<file path="src/rtl/ram_dp_sr_sw_be.sv">
// True dual-port RAM with per-byte write enables, selectable same-port
// read-during-write behaviour and a post-reset clear sequencer.
// Port A has byte priority over port B when both write the same word.
module ram_dp_sr_sw_be #(
    parameter int                DATA_W   = 16,
    parameter int                ADDR_W   = 4,
    parameter int                RD_MODE  = 0,
    parameter int                INIT_CLR = 1,
    parameter logic [DATA_W-1:0] INIT_VAL = '0
) (
    input  logic                clk,
    input  logic                resetn,
    input  logic                cs_a,
    input  logic                we_a,
    input  logic                oe_a,
    input  logic [DATA_W/8-1:0] be_a,
    input  logic [ADDR_W-1:0]   addr_a,
    input  logic [DATA_W-1:0]   din_a,
    output logic [DATA_W-1:0]   dout_a,
    input  logic                cs_b,
    input  logic                we_b,
    input  logic                oe_b,
    input  logic [DATA_W/8-1:0] be_b,
    input  logic [ADDR_W-1:0]   addr_b,
    input  logic [DATA_W-1:0]   din_b,
    output logic [DATA_W-1:0]   dout_b,
    output logic                init_busy
);

    localparam int DEPTH = 2 ** ADDR_W;
    localparam int NB    = DATA_W / 8;

    typedef enum logic {
        IDLE,
        CLEAR
    } state_t;

    state_t              state_reg, state_next;
    logic [ADDR_W-1:0]   ptr_reg, ptr_next;
    logic [DATA_W-1:0]   mem [DEPTH];
    logic [DATA_W-1:0]   rdata_a_reg, rdata_b_reg;
    logic [DATA_W-1:0]   old_a, old_b;
    logic [DATA_W-1:0]   post_a, post_b;
    logic [DATA_W-1:0]   rd_word_a, rd_word_b;
    logic                clearing;
    logic                wr_a, wr_b;
    logic                same_addr;

    assign clearing  = (state_reg == CLEAR);
    assign init_busy = clearing;

    // User accesses are locked out while the clear sequencer owns the array.
    assign wr_a      = cs_a & we_a & ~clearing;
    assign wr_b      = cs_b & we_b & ~clearing;
    assign same_addr = (addr_a == addr_b);

    assign old_a = mem[addr_a];
    assign old_b = mem[addr_b];

    // Post-write word as seen from each port, including a colliding write
    // from the other port (port A owns any byte it enables).
    for (genvar gi = 0; gi < NB; gi++) begin : g_merge
        assign post_a[8*gi +: 8] = (wr_a && be_a[gi])              ? din_a[8*gi +: 8] :
                                   (wr_b && be_b[gi] && same_addr) ? din_b[8*gi +: 8] :
                                                                     old_a[8*gi +: 8];
        assign post_b[8*gi +: 8] = (wr_a && be_a[gi] && same_addr) ? din_a[8*gi +: 8] :
                                   (wr_b && be_b[gi])              ? din_b[8*gi +: 8] :
                                                                     old_b[8*gi +: 8];
    end

    // Write-first only applies when the reading port is itself writing;
    // a pure reader always sees the pre-write word.
    assign rd_word_a = (RD_MODE == 1 && wr_a) ? post_a : old_a;
    assign rd_word_b = (RD_MODE == 1 && wr_b) ? post_b : old_b;

    // Clear sequencer state and pointer.
    always_ff @(posedge clk or negedge resetn) begin
        if (!resetn) begin
            state_reg <= (INIT_CLR != 0) ? CLEAR : IDLE;
            ptr_reg   <= '0;
        end else begin
            state_reg <= state_next;
            ptr_reg   <= ptr_next;
        end
    end

    // Clear walks every address once, then hands the array to the ports.
    always_comb begin
        state_next = state_reg;
        ptr_next   = ptr_reg;
        if (state_reg == CLEAR) begin
            ptr_next = ptr_reg + 1'b1;
            if (ptr_reg == ADDR_W'(DEPTH - 1)) begin
                state_next = IDLE;
            end
        end
    end

    // Registered read data; held at zero during clear and on cs=0 holds.
    always_ff @(posedge clk or negedge resetn) begin
        if (!resetn) begin
            rdata_a_reg <= '0;
            rdata_b_reg <= '0;
        end else if (clearing) begin
            rdata_a_reg <= '0;
            rdata_b_reg <= '0;
        end else begin
            if (cs_a) rdata_a_reg <= rd_word_a;
            if (cs_b) rdata_b_reg <= rd_word_b;
        end
    end

    // Array writes: clear fill, else byte writes with B first so A's
    // later assignment wins on a same-word collision.
    always_ff @(posedge clk) begin
        if (clearing) begin
            mem[ptr_reg] <= INIT_VAL;
        end else begin
            for (int i = 0; i < NB; i++) begin
                if (wr_b && be_b[i]) mem[addr_b][8*i +: 8] <= din_b[8*i +: 8];
                if (wr_a && be_a[i]) mem[addr_a][8*i +: 8] <= din_a[8*i +: 8];
            end
        end
    end

    assign dout_a = oe_a ? rdata_a_reg : '0;
    assign dout_b = oe_b ? rdata_b_reg : '0;

endmodule

</file>
<file path="config.mk">
export PLATFORM = sky130hd
export DESIGN_NAME = ram_dp_sr_sw_be
export DESIGN_NICKNAME = d
export VERILOG_FILES = /design/src/rtl/ram_dp_sr_sw_be.sv
export SDC_FILE = /design/constraint.sdc
export NUM_CORES = 1
export LEC_CHECK = 0
export ABC_CLOCK_PERIOD_IN_PS = 5800
export CORE_AREA = 2 2 212 214
export CTS_CLUSTER_DIAMETER = 150
export DETAILED_ROUTE_END_ITERATION = 6
export DIE_AREA = 0 0 214 216
export PLACE_DENSITY = 0.53
export SKIP_LAST_GASP = 1
export SYNTH_ARGS = -nofsm -noshare
export SYNTH_HDL_FRONTEND = slang
export SYNTH_SLANG_ARGS = --single-unit
export TNS_END_PERCENT = 5
</file>
<file path="constraint.sdc">
create_clock -name clk -period 5.8 [get_ports clk]
set_input_delay 1.16 -clock clk [delete_from_list [all_inputs] [get_ports clk]]
set_output_delay 1.16 -clock clk [all_outputs]
set_load 0.01 [all_outputs]
</file>
==> flow_summary.ini, run 1 <==
[routing]
ant_nets = 0
drcViolationCount = 0
vias = 12100
routed_via_density = 6.13
drt_pre_antenna_iters = 7
drt_iter0_markers = 1138
wirelength_um = 59400
avgRoutedWirePerCell_um = 30.1

[synthesis]
ys_top_cells_by_area = edfxtp_1, mux2_2, mux2i_1, dfrtp_1, mux4_2
synth_cells = 1328
yosys.area_share.simple_pct = 7.61
ys_seq_area_share_pct = 49.3
synth_top_family_by_area = multiplexers
synth_top_cell_area_share_pct = 44.0
synth_compound_area_share_pct = 6.76
yosys_warnings = 0
async_flop_share_pct = 12.6
yosys.area.top_type = edfxtp_1
syn-cell-area_mm2 = 0.0175
synthMuxAreaShare_pct = 32.7
synth_edf_count = 256
synth-xor-area-share_pct = 0.150
synth_ff_type = edfxtp_1
synth_fa_ha_area_share_pct = 0.0716
synth_cell_types = 45
synth_seq_cells = 293
synth_fp_nets = 1381
syn_area_per_cell_um2 = 13.1

[grt]
grt_usage_pct = 25.5
grt.met3_usage_pct = 7.70
gr-total-overflow = 0
gr-usage-met1_pct = 37.0
grt_first_pass_wirelength_um = 86100
top_usage_layer = met2
grt_util_met2_pct = 37.3
grt_max_degree = 71
antenna_found_initial = 1
grt_pass1_vias = 12000

[pwr]
switchingPower_mw = 1.28
sequentialPowerShare_pct = 45.2
p_per_area_mw_per_mm2 = 262
vdd_ir_drop_max_mv = 0.157
swShare_pct = 24.5
p_int_mw = 3.94
comb_power_share_pct = 11.4
p_leak_nw = 7.26
pwr-share-clk_pct = 43.4

[floorplan]
ios = 85
fp.dieH_um = 216
initial_core_util_pct = 39.8
die-area_mm2 = 0.0462
rows = 77
die_w_um = 214
coreArea_mm2 = 0.0438

[place]
numPortBuffers = 84
hpwl_um = 40300
gp_congestion = 0.818
dp_cells = 1912

[sta]
setup_viol = 0
max_slew.worst_pin.slew_ps = 1200
rsz0062_at_grt = no
post-route-min-period_ps = 4140
setup_tns_ps = 0
fin_crit_sh_pct = 71.4
max_freq_mhz = 242
slew_headroom_pct = 19.7
fin_skew_ps = 18.6
hold_viol = 0
finalMaxSlewViolations = 0

[layout]
final_cell_count_no_fill = 1975
largest_reg_flops = 256
antenna_cells = 0
layout-drive-gt1-share_pct = 30.4
nets = 1410
area_growth_pct = 14.0

[worst_setup_path]
worstPathRequired_ps = 4640
reg2reg_slack_ps = 2370
critPathMaxStageDelay_ps = 1030
crit_type = input port to output pin
r2r_cells = 4
cp-end-kind = output pin
cp.arrival_ps = 2980
worst-path-max-fanout = 16
cpMostUsedCell = clkdlybuf4s50_1
startpoint_type = input port
crit_path_cell_trace = clkdlybuf4s50_1 > and2_1 > clkdlybuf4s50_1
r2r-end = mem[6][10]
rr_startpoint = init_busy
slowest_stage = clkdlybuf4s50_1

[cts]
post_cts_buffers = 0
cts_resized = 0
cts_max_path_buffers = 3
cts_root_buffer = clkbuf_16
clock-sinks = 293
cts_tree = built
clk_latency_ps = 540
numCtsBuffers = 35
h-tree-depth = 2
path_clk_slew_ps = 60
hold_buffers = 0

[hold_path]
hold_class = flop to flop
hold_depth = 2
min_to = rdata_a_reg[13]
min_from = rdata_a_reg[13]

[flow_run]
maxCapViolCount = 0

[run_status]
outcome = finished clean
-- worst max path at each step --
stage,slack [ps],to,cells past startpoint,from
after detailed placement,1300,mem[13][9],4,addr_a[3]
after global placement,1330,mem[13][10],4,addr_a[3]
final,1660,dout_b[3],3,oe_b
after global routing,1610,dout_b[4],3,oe_b
after floorplan,2720,mem[4][0],6,cs_b
after CTS,1610,dout_b[3],3,oe_b
-- power groups by stage --
| stage | registers [mW] | logic (mW) | clock network [mW] |
|---|---|---|---|
| CTS | 2.36 | 0.586 | 2.30 |
| finish | 2.36 | 0.596 | 2.26 |
| detailed placement | 2.40 | 0.585 | 0 |
| global route | 2.36 | 0.628 | 2.39 |
| floorplan | 2.39 | 0.348 | 0 |
| global placement | 2.40 | 0.581 | 0 |
-- routing by layer --
metal  vias to the layer above  share of wire, %  routed length, um
met5                         -             0.020                 12
met4                         2               2.1               1240
met3                        92               9.6               5700
met2                       537                43              25800
met1                      6233                45              26600
li1                       5245                 -                  -
-- synth_stat cells, types with 2 or more instances --
| master | n |
|---|---|
| dfrtp_1 | 36 |
| clkbuf_1 | 66 |
| mux2i_1 | 209 |
| mux4_2 | 32 |
| nor3_4 | 4 |
| edfxtp_1 | 256 |
| buf_4 | 6 |
| xnor2_1 | 2 |
| nand3_1 | 48 |
| nand2_1 | 52 |
| buf_2 | 50 |
| a32oi_1 | 16 |
| buf_6 | 2 |
| o22ai_1 | 12 |
| and3_1 | 18 |
| nand2_2 | 12 |
| nor2_2 | 12 |
| nor4_4 | 4 |
| nand4_1 | 5 |
| mux2_2 | 257 |
| a31oi_1 | 4 |
| nor4_1 | 2 |
| nor2b_1 | 9 |
| a21oi_1 | 22 |
| o21bai_1 | 6 |
| and4b_1 | 2 |
| o21ai_0 | 38 |
| inv_1 | 4 |
| a22oi_1 | 76 |
| and2_1 | 34 |
| nand3_2 | 4 |
| nand2b_1 | 7 |
| nor2_1 | 8 |
| buf_1 | 2 |
-- through the flow --
stage	util [%]	hold WS [ps]	setup slack, ps	power (mW)	area [um2]
6_report	45.4	477	1660	5.22	19900
5_1_grt	45.4	511	1610	5.38	19900
4_1_cts	45.4	485	1610	5.25	19900
3_5_place_dp	42.7	471	1300	2.99	18700
3_3_place_gp	42.7	462	1330	2.98	18700
2_1_floorplan	-	441	2720	2.73	17500
-- final cells by class --
cell class              count  area [um2]
inverters                   4        15.0
repair buffers            119        1100
well taps                 592         741
clock buffers              45         976
multi-input cells         904        8270
flip-flops and latches    293        8610
fillers                  3991       23900
clock inverters            18         189
-- critical path, delay by kind of cell --
family	cells	cell delay (ps)
buffers and inverters	2	1570
AND/OR/NAND/NOR	1	250
-- cell usage in the layout (no fill, tap or decap), types with 35 or more instances in the layout --
master,n
dfrtp_1,36
nand2_1,52
edfxtp_1,256
o21ai_0,38
mux2_2,257
buf_4,35
mux2i_1,209
nand3_1,48
clkbuf_16,37
clkdlybuf4s50_1,80
a22oi_1,76
-- cell families (layout without fill, tap and decap cells) --
logic type / after synthesis / count (layout)
DFF: 293 / 293
buffers and inverters: 131 / 186
muxes: 498 / 498
AOI/OAI and AO/OA: 177 / 177
and+or+nand+nor: 225 / 225
xor gates and xnor gates: 3 / 3
adders and majority gates: 1 / 1
Note: power is estimated with default switching activity, not from simulation.
==> inputs of run 2 (changes only) <==
--- a/config.mk
+++ b/config.mk
@@ -5,12 +5,12 @@
 export SDC_FILE = /design/constraint.sdc
 export NUM_CORES = 1
 export LEC_CHECK = 0
-export ABC_CLOCK_PERIOD_IN_PS = 5800
+export ABC_CLOCK_PERIOD_IN_PS = 3600
 export CORE_AREA = 2 2 212 214
 export CTS_CLUSTER_DIAMETER = 150
 export DETAILED_ROUTE_END_ITERATION = 6
 export DIE_AREA = 0 0 214 216
-export PLACE_DENSITY = 0.53
+export PLACE_DENSITY = 0.55
 export SKIP_LAST_GASP = 1
 export SYNTH_ARGS = -nofsm -noshare
 export SYNTH_HDL_FRONTEND = slang
==> constraint.sdc (replaced) <==
create_clock -name clk -period 3.6 [get_ports clk]
set_input_delay 0.72 -clock clk [delete_from_list [all_inputs] [get_ports clk]]
set_output_delay 0.72 -clock clk [all_outputs]
set_load 0.01 [all_outputs]
==> flow_summary.ini, run 2 (synthesized netlist as in run 1, its figures left out) <==
[run_status]
outcome = finished clean

[pwr]
vdd_ir_drop_max_mv = 0.272
power.total_mw = 8.38
p_leak_nw = 7.60
p_per_area_mw_per_mm2 = 410

[worst_setup_path]
r2r_cells = 5
rr_startpoint = init_busy
startpoint_type = input port
r2r-end = mem[3][1]
reg2reg_slack_ps = 1100
crit_type = input port to output pin
worstPathRequired_ps = 2880
cp.arrival_ps = 2180
crit_start = oe_b
cp-end-kind = output pin
worst-path-max-fanout = 16

[cts]
numCtsBuffers = 34
cts_max_path_buffers = 3
cts_tree = built
hold_buffers = 0
clk_latency_ps = 530
post_cts_buffers = 0
h-tree-depth = 2
cts_root_buffer = clkbuf_16
clock-sinks = 293
cts_resized = 0
path_clk_slew_ps = 50

[routing]
drt_iter0_markers = 1191
routed_via_density = 6.03
wirelength_um = 58000
ant_nets = 0
vias = 12300
drt_pre_antenna_iters = 5
avgRoutedWirePerCell_um = 28.5
drcViolationCount = 0

[place]
numPortBuffers = 84
gp_congestion = 0.844
hpwl_um = 39700
dp_cells = 1977
pre_cts_slack_ps = 273

[sta]
fin_crit_sh_pct = 80.4
fin_ws_ps = 705
setup_tns_ps = 0
slew_headroom_pct = 34.0
post-route-min-period_ps = 2900
fin_skew_ps = 18.1
hold_viol = 0
max_slew.worst_pin.slew_ps = 988
setup_viol = 0
finalMaxSlewViolations = 0
max_freq_mhz = 345
rsz0062_at_grt = no

[grt]
grt_pass1_vias = 12000
grt_usage_pct = 24.9
grt.met3_usage_pct = 5.44
antenna_found_initial = 1
top_usage_layer = met1
grt_util_met2_pct = 36.2
gr-usage-met1_pct = 36.9
gr-total-overflow = 0
grt_max_degree = 65
grt_first_pass_wirelength_um = 84100

[layout]
final_common_cell = mux2_2
final_cell_count_no_fill = 2037
largest_reg_flops = 256
layout-drive-gt1-share_pct = 33.5
fin_util_pct = 46.6
final_cell_mix = mux2_2, edfxtp_1, mux2i_1
antenna_cells = 0
nets = 1474
area_growth_pct = 17.0

[hold_path]
hold_class = input port to async pin

[floorplan]
coreArea_mm2 = 0.0438
rows = 77
initial_core_util_pct = 39.8
fp.dieH_um = 216
ios = 85
die_w_um = 214
die-area_mm2 = 0.0462

[flow_run]
maxCapViolCount = 0
run 2: cell count changes in the layout (fill, tap and decap cells not counted), sizes merged:
| cell | delta |
|---|---|
| buf | +65 |
| clkinv | -7 |
| clkbuf | +2 |
| clkinvlp | +2 |
run 2: layer usage:
metal / wire, um / up-vias
met2: 24700 / 537
met3: 4980 / 76
met5: 13 / -
li1: - / 5357
met4: 1460 / 2
met1: 26800 / 6304
run 2: worst max path at each step:
stage | slack [ps] | cells after the start | end
after floorplan | 960 | 6 | mem[4][0]
after global placement | 360 | 6 | mem[3][1]
after detailed placement | 270 | 6 | mem[3][1]
after global routing | 640 | 4 | dout_b[14]
after CTS | 710 | 4 | dout_b[14]
final | 700 | 4 | dout_b[1]
run 2: cell type report:
| class | count | area [um2] |
|---|---|---|
| inverter | 4 | 15.0 |
| tap | 592 | 741 |
| timing repair buffer | 184 | 1650 |
| multi-input combinational | 904 | 8260 |
| clock inverter | 13 | 168 |
| sequential | 293 | 8610 |
| clock buffer | 47 | 983 |
| fill | 3955 | 23400 |
run 2: where the power goes:
part | switching, mW | leakage (nW) | internal (mW)
clock | 1.40 | 0.559 | 2.20
sequential | 0.0430 | 2.54 | 3.75
combinational | 0.563 | 4.50 | 0.421
run 2: critical path, stage by stage:
cell	delay, ps
clkdlybuf4s50_1	450
buf_4	270
and2_1	180
clkdlybuf4s50_1	560
run 2: per-stage QoR:
stage / hold WS, ps / instance area, um2
after floorplan: 424 / 17500
final: 186 / 20400
after global routing: 216 / 20400
after detailed placement: 470 / 19300
after global placement: 462 / 19300
after CTS: 195 / 20400
==> inputs of run 3 (changes only) <==
--- a/config.mk
+++ b/config.mk
@@ -5,12 +5,12 @@
 export SDC_FILE = /design/constraint.sdc
 export NUM_CORES = 1
 export LEC_CHECK = 0
-export ABC_CLOCK_PERIOD_IN_PS = 3600
+export ABC_CLOCK_PERIOD_IN_PS = 2890
 export CORE_AREA = 2 2 212 214
 export CTS_CLUSTER_DIAMETER = 150
 export DETAILED_ROUTE_END_ITERATION = 6
 export DIE_AREA = 0 0 214 216
-export PLACE_DENSITY = 0.55
+export PLACE_DENSITY = 0.53
 export SKIP_LAST_GASP = 1
 export SYNTH_ARGS = -nofsm -noshare
 export SYNTH_HDL_FRONTEND = slang
==> constraint.sdc (replaced) <==
create_clock -name clk -period 2.89 [get_ports clk]
set_input_delay 0.578 -clock clk [delete_from_list [all_inputs] [get_ports clk]]
set_output_delay 0.578 -clock clk [all_outputs]
set_load 0.01 [all_outputs]
==> flow_summary.ini, run 3 (synthesized netlist as in run 1, its figures left out) <==
[worst_setup_path]
cp.arrival_ps = 2030
cpMostUsedCell = clkdlybuf4s50_1
slowest_stage = clkdlybuf4s50_1
worst-path-max-fanout = 16
crit_type = input port to output pin
rr_startpoint = init_busy
r2r_cells = 4
critPathMaxStageDelay_ps = 570
crit_path_cell_trace = clkdlybuf4s50_1 > buf_12 > and2_1 > clkdlybuf4s50_1
crit_family = buffers and inverters
startpoint_type = input port
path_depth = 4
worstPathRequired_ps = 2310
reg2reg_slack_ps = 570
crit_buf_inv = 3
r2r-end = mem[15][3]
cp-endpoint = dout_b[14]
cp-end-kind = output pin
crit_start = oe_b

[layout]
area_growth_pct = 17.5
final_cell_count_no_fill = 2052
final_area_mm2 = 0.0205
layout-drive-gt1-share_pct = 34.2
final_common_cell = mux2_2
largest_reg_flops = 256
antenna_cells = 0
final_cell_mix = mux2_2, edfxtp_1, mux2i_1
nets = 1490

[cts]
clock-sinks = 293
cts_resized = 0
cts_tree = built
numCtsBuffers = 36
clk_latency_ps = 530
path_clk_slew_ps = 60
h-tree-depth = 2
cts_max_path_buffers = 3
cts_root_buffer = clkbuf_16

[grt]
grt_usage_pct = 25.0
grt_pass1_vias = 12100
grt_max_degree = 80
grt_first_pass_wirelength_um = 85100
antenna_found_initial = 0
gr-total-overflow = 0

[routing]
drt_pre_antenna_iters = 7
drcViolationCount = 0
wirelength_um = 57900
ant_nets = 0
avgRoutedWirePerCell_um = 28.2
routed_via_density = 5.91
vias = 12100
drt_iter0_markers = 1170

[sta]
fin_ws_ps = 286
post-route-min-period_ps = 2600
fin_crit_sh_pct = 90.1
max_slew.worst_pin.slew_ps = 908
setup_viol = 0
hold_viol = 0
finalMaxSlewViolations = 0
hold_slack_ps = 468
max_freq_mhz = 384
rsz0062_at_grt = no
slew_headroom_pct = 39.4
fin_skew_ps = 15.7

[floorplan]
die-area_mm2 = 0.0462
die_w_um = 214
initial_core_util_pct = 39.8
rows = 77
fp.dieH_um = 216
ios = 85
coreArea_mm2 = 0.0438

[place]
numPortBuffers = 84
gp_congestion = 0.866
dp_cells = 1990
hpwl_um = 40500
pre_cts_slack_ps = -36.0
dpl-instance-area_mm2 = 0.0194

[flow_run]
maxCapViolCount = 0

[pwr]
vdd_ir_drop_max_mv = 0.258
p_leak_nw = 7.66
p_per_area_mw_per_mm2 = 495

[run_status]
outcome = finished clean

[hold_path]
hold_class = flop to flop
## run 3: where the power goes
| part | internal [mW] | switching [mW] |
|---|---|---|
| sequential | 4.68 | 0.0500 |
| clock | 2.43 | 1.76 |
| combinational | 0.535 | 0.700 |
## run 3: metrics by stage
step | power [mW] | setup TNS [ps] | util [%]
floorplan | 5.49 | 0 | -
global route | 10.5 | 0 | 46.8
CTS | 10.2 | 0 | 46.8
detailed placement | 6.03 | -747 | 44.3
finish | 10.1 | 0 | 46.8
global placement | 6.02 | -632 | 44.3
## run 3: final cells by class
class                           instances  area (um2)
Clock buffer                           47        1000
Sequential cell                       293        8610
Timing Repair Buffer                  198        1800
Tap cell                              592         741
Fill cell                            3949       23300
Clock inverter                         14        70.1
Inverter                                4        15.0
Multi-Input combinational cell        904        8260
## run 3: worst min path at each step
stage,startpoint,endpoint,slack [ps],cells past startpoint
final,rdata_a_reg[8],rdata_a_reg[8],470,2
after global routing,rdata_a_reg[8],rdata_a_reg[8],480,2
after CTS,rdata_a_reg[8],rdata_a_reg[8],470,2
after detailed placement,rdata_a_reg[8],rdata_a_reg[8],460,2
after global placement,rdata_a_reg[13],rdata_a_reg[13],460,2
after floorplan,resetn,ptr_reg[0],280,0
## run 3: worst register-to-register path: cells and delay by family, from the launching register on
family,cells,cell delay [ps]
buffers and inverters,1,190
AOI/OAI and AO/OA,1,790
and+or+nand+nor,2,590
DFF,1,370
## run 3: repair_timing
item / in CTS / in global routing
endpoints found under the hold margin: 10 / 0
buffers inserted: 0 / 0
hold buffers: 1 / 0
## run 3: layer usage
layer	vias up	GRT usage (%)	routed length, um
met1	6180	37.4	27300
met4	0	6.27	1340
met3	77	6.13	4820
met2	472	36.1	24500
li1	5389	-	-
met5	-	0	0
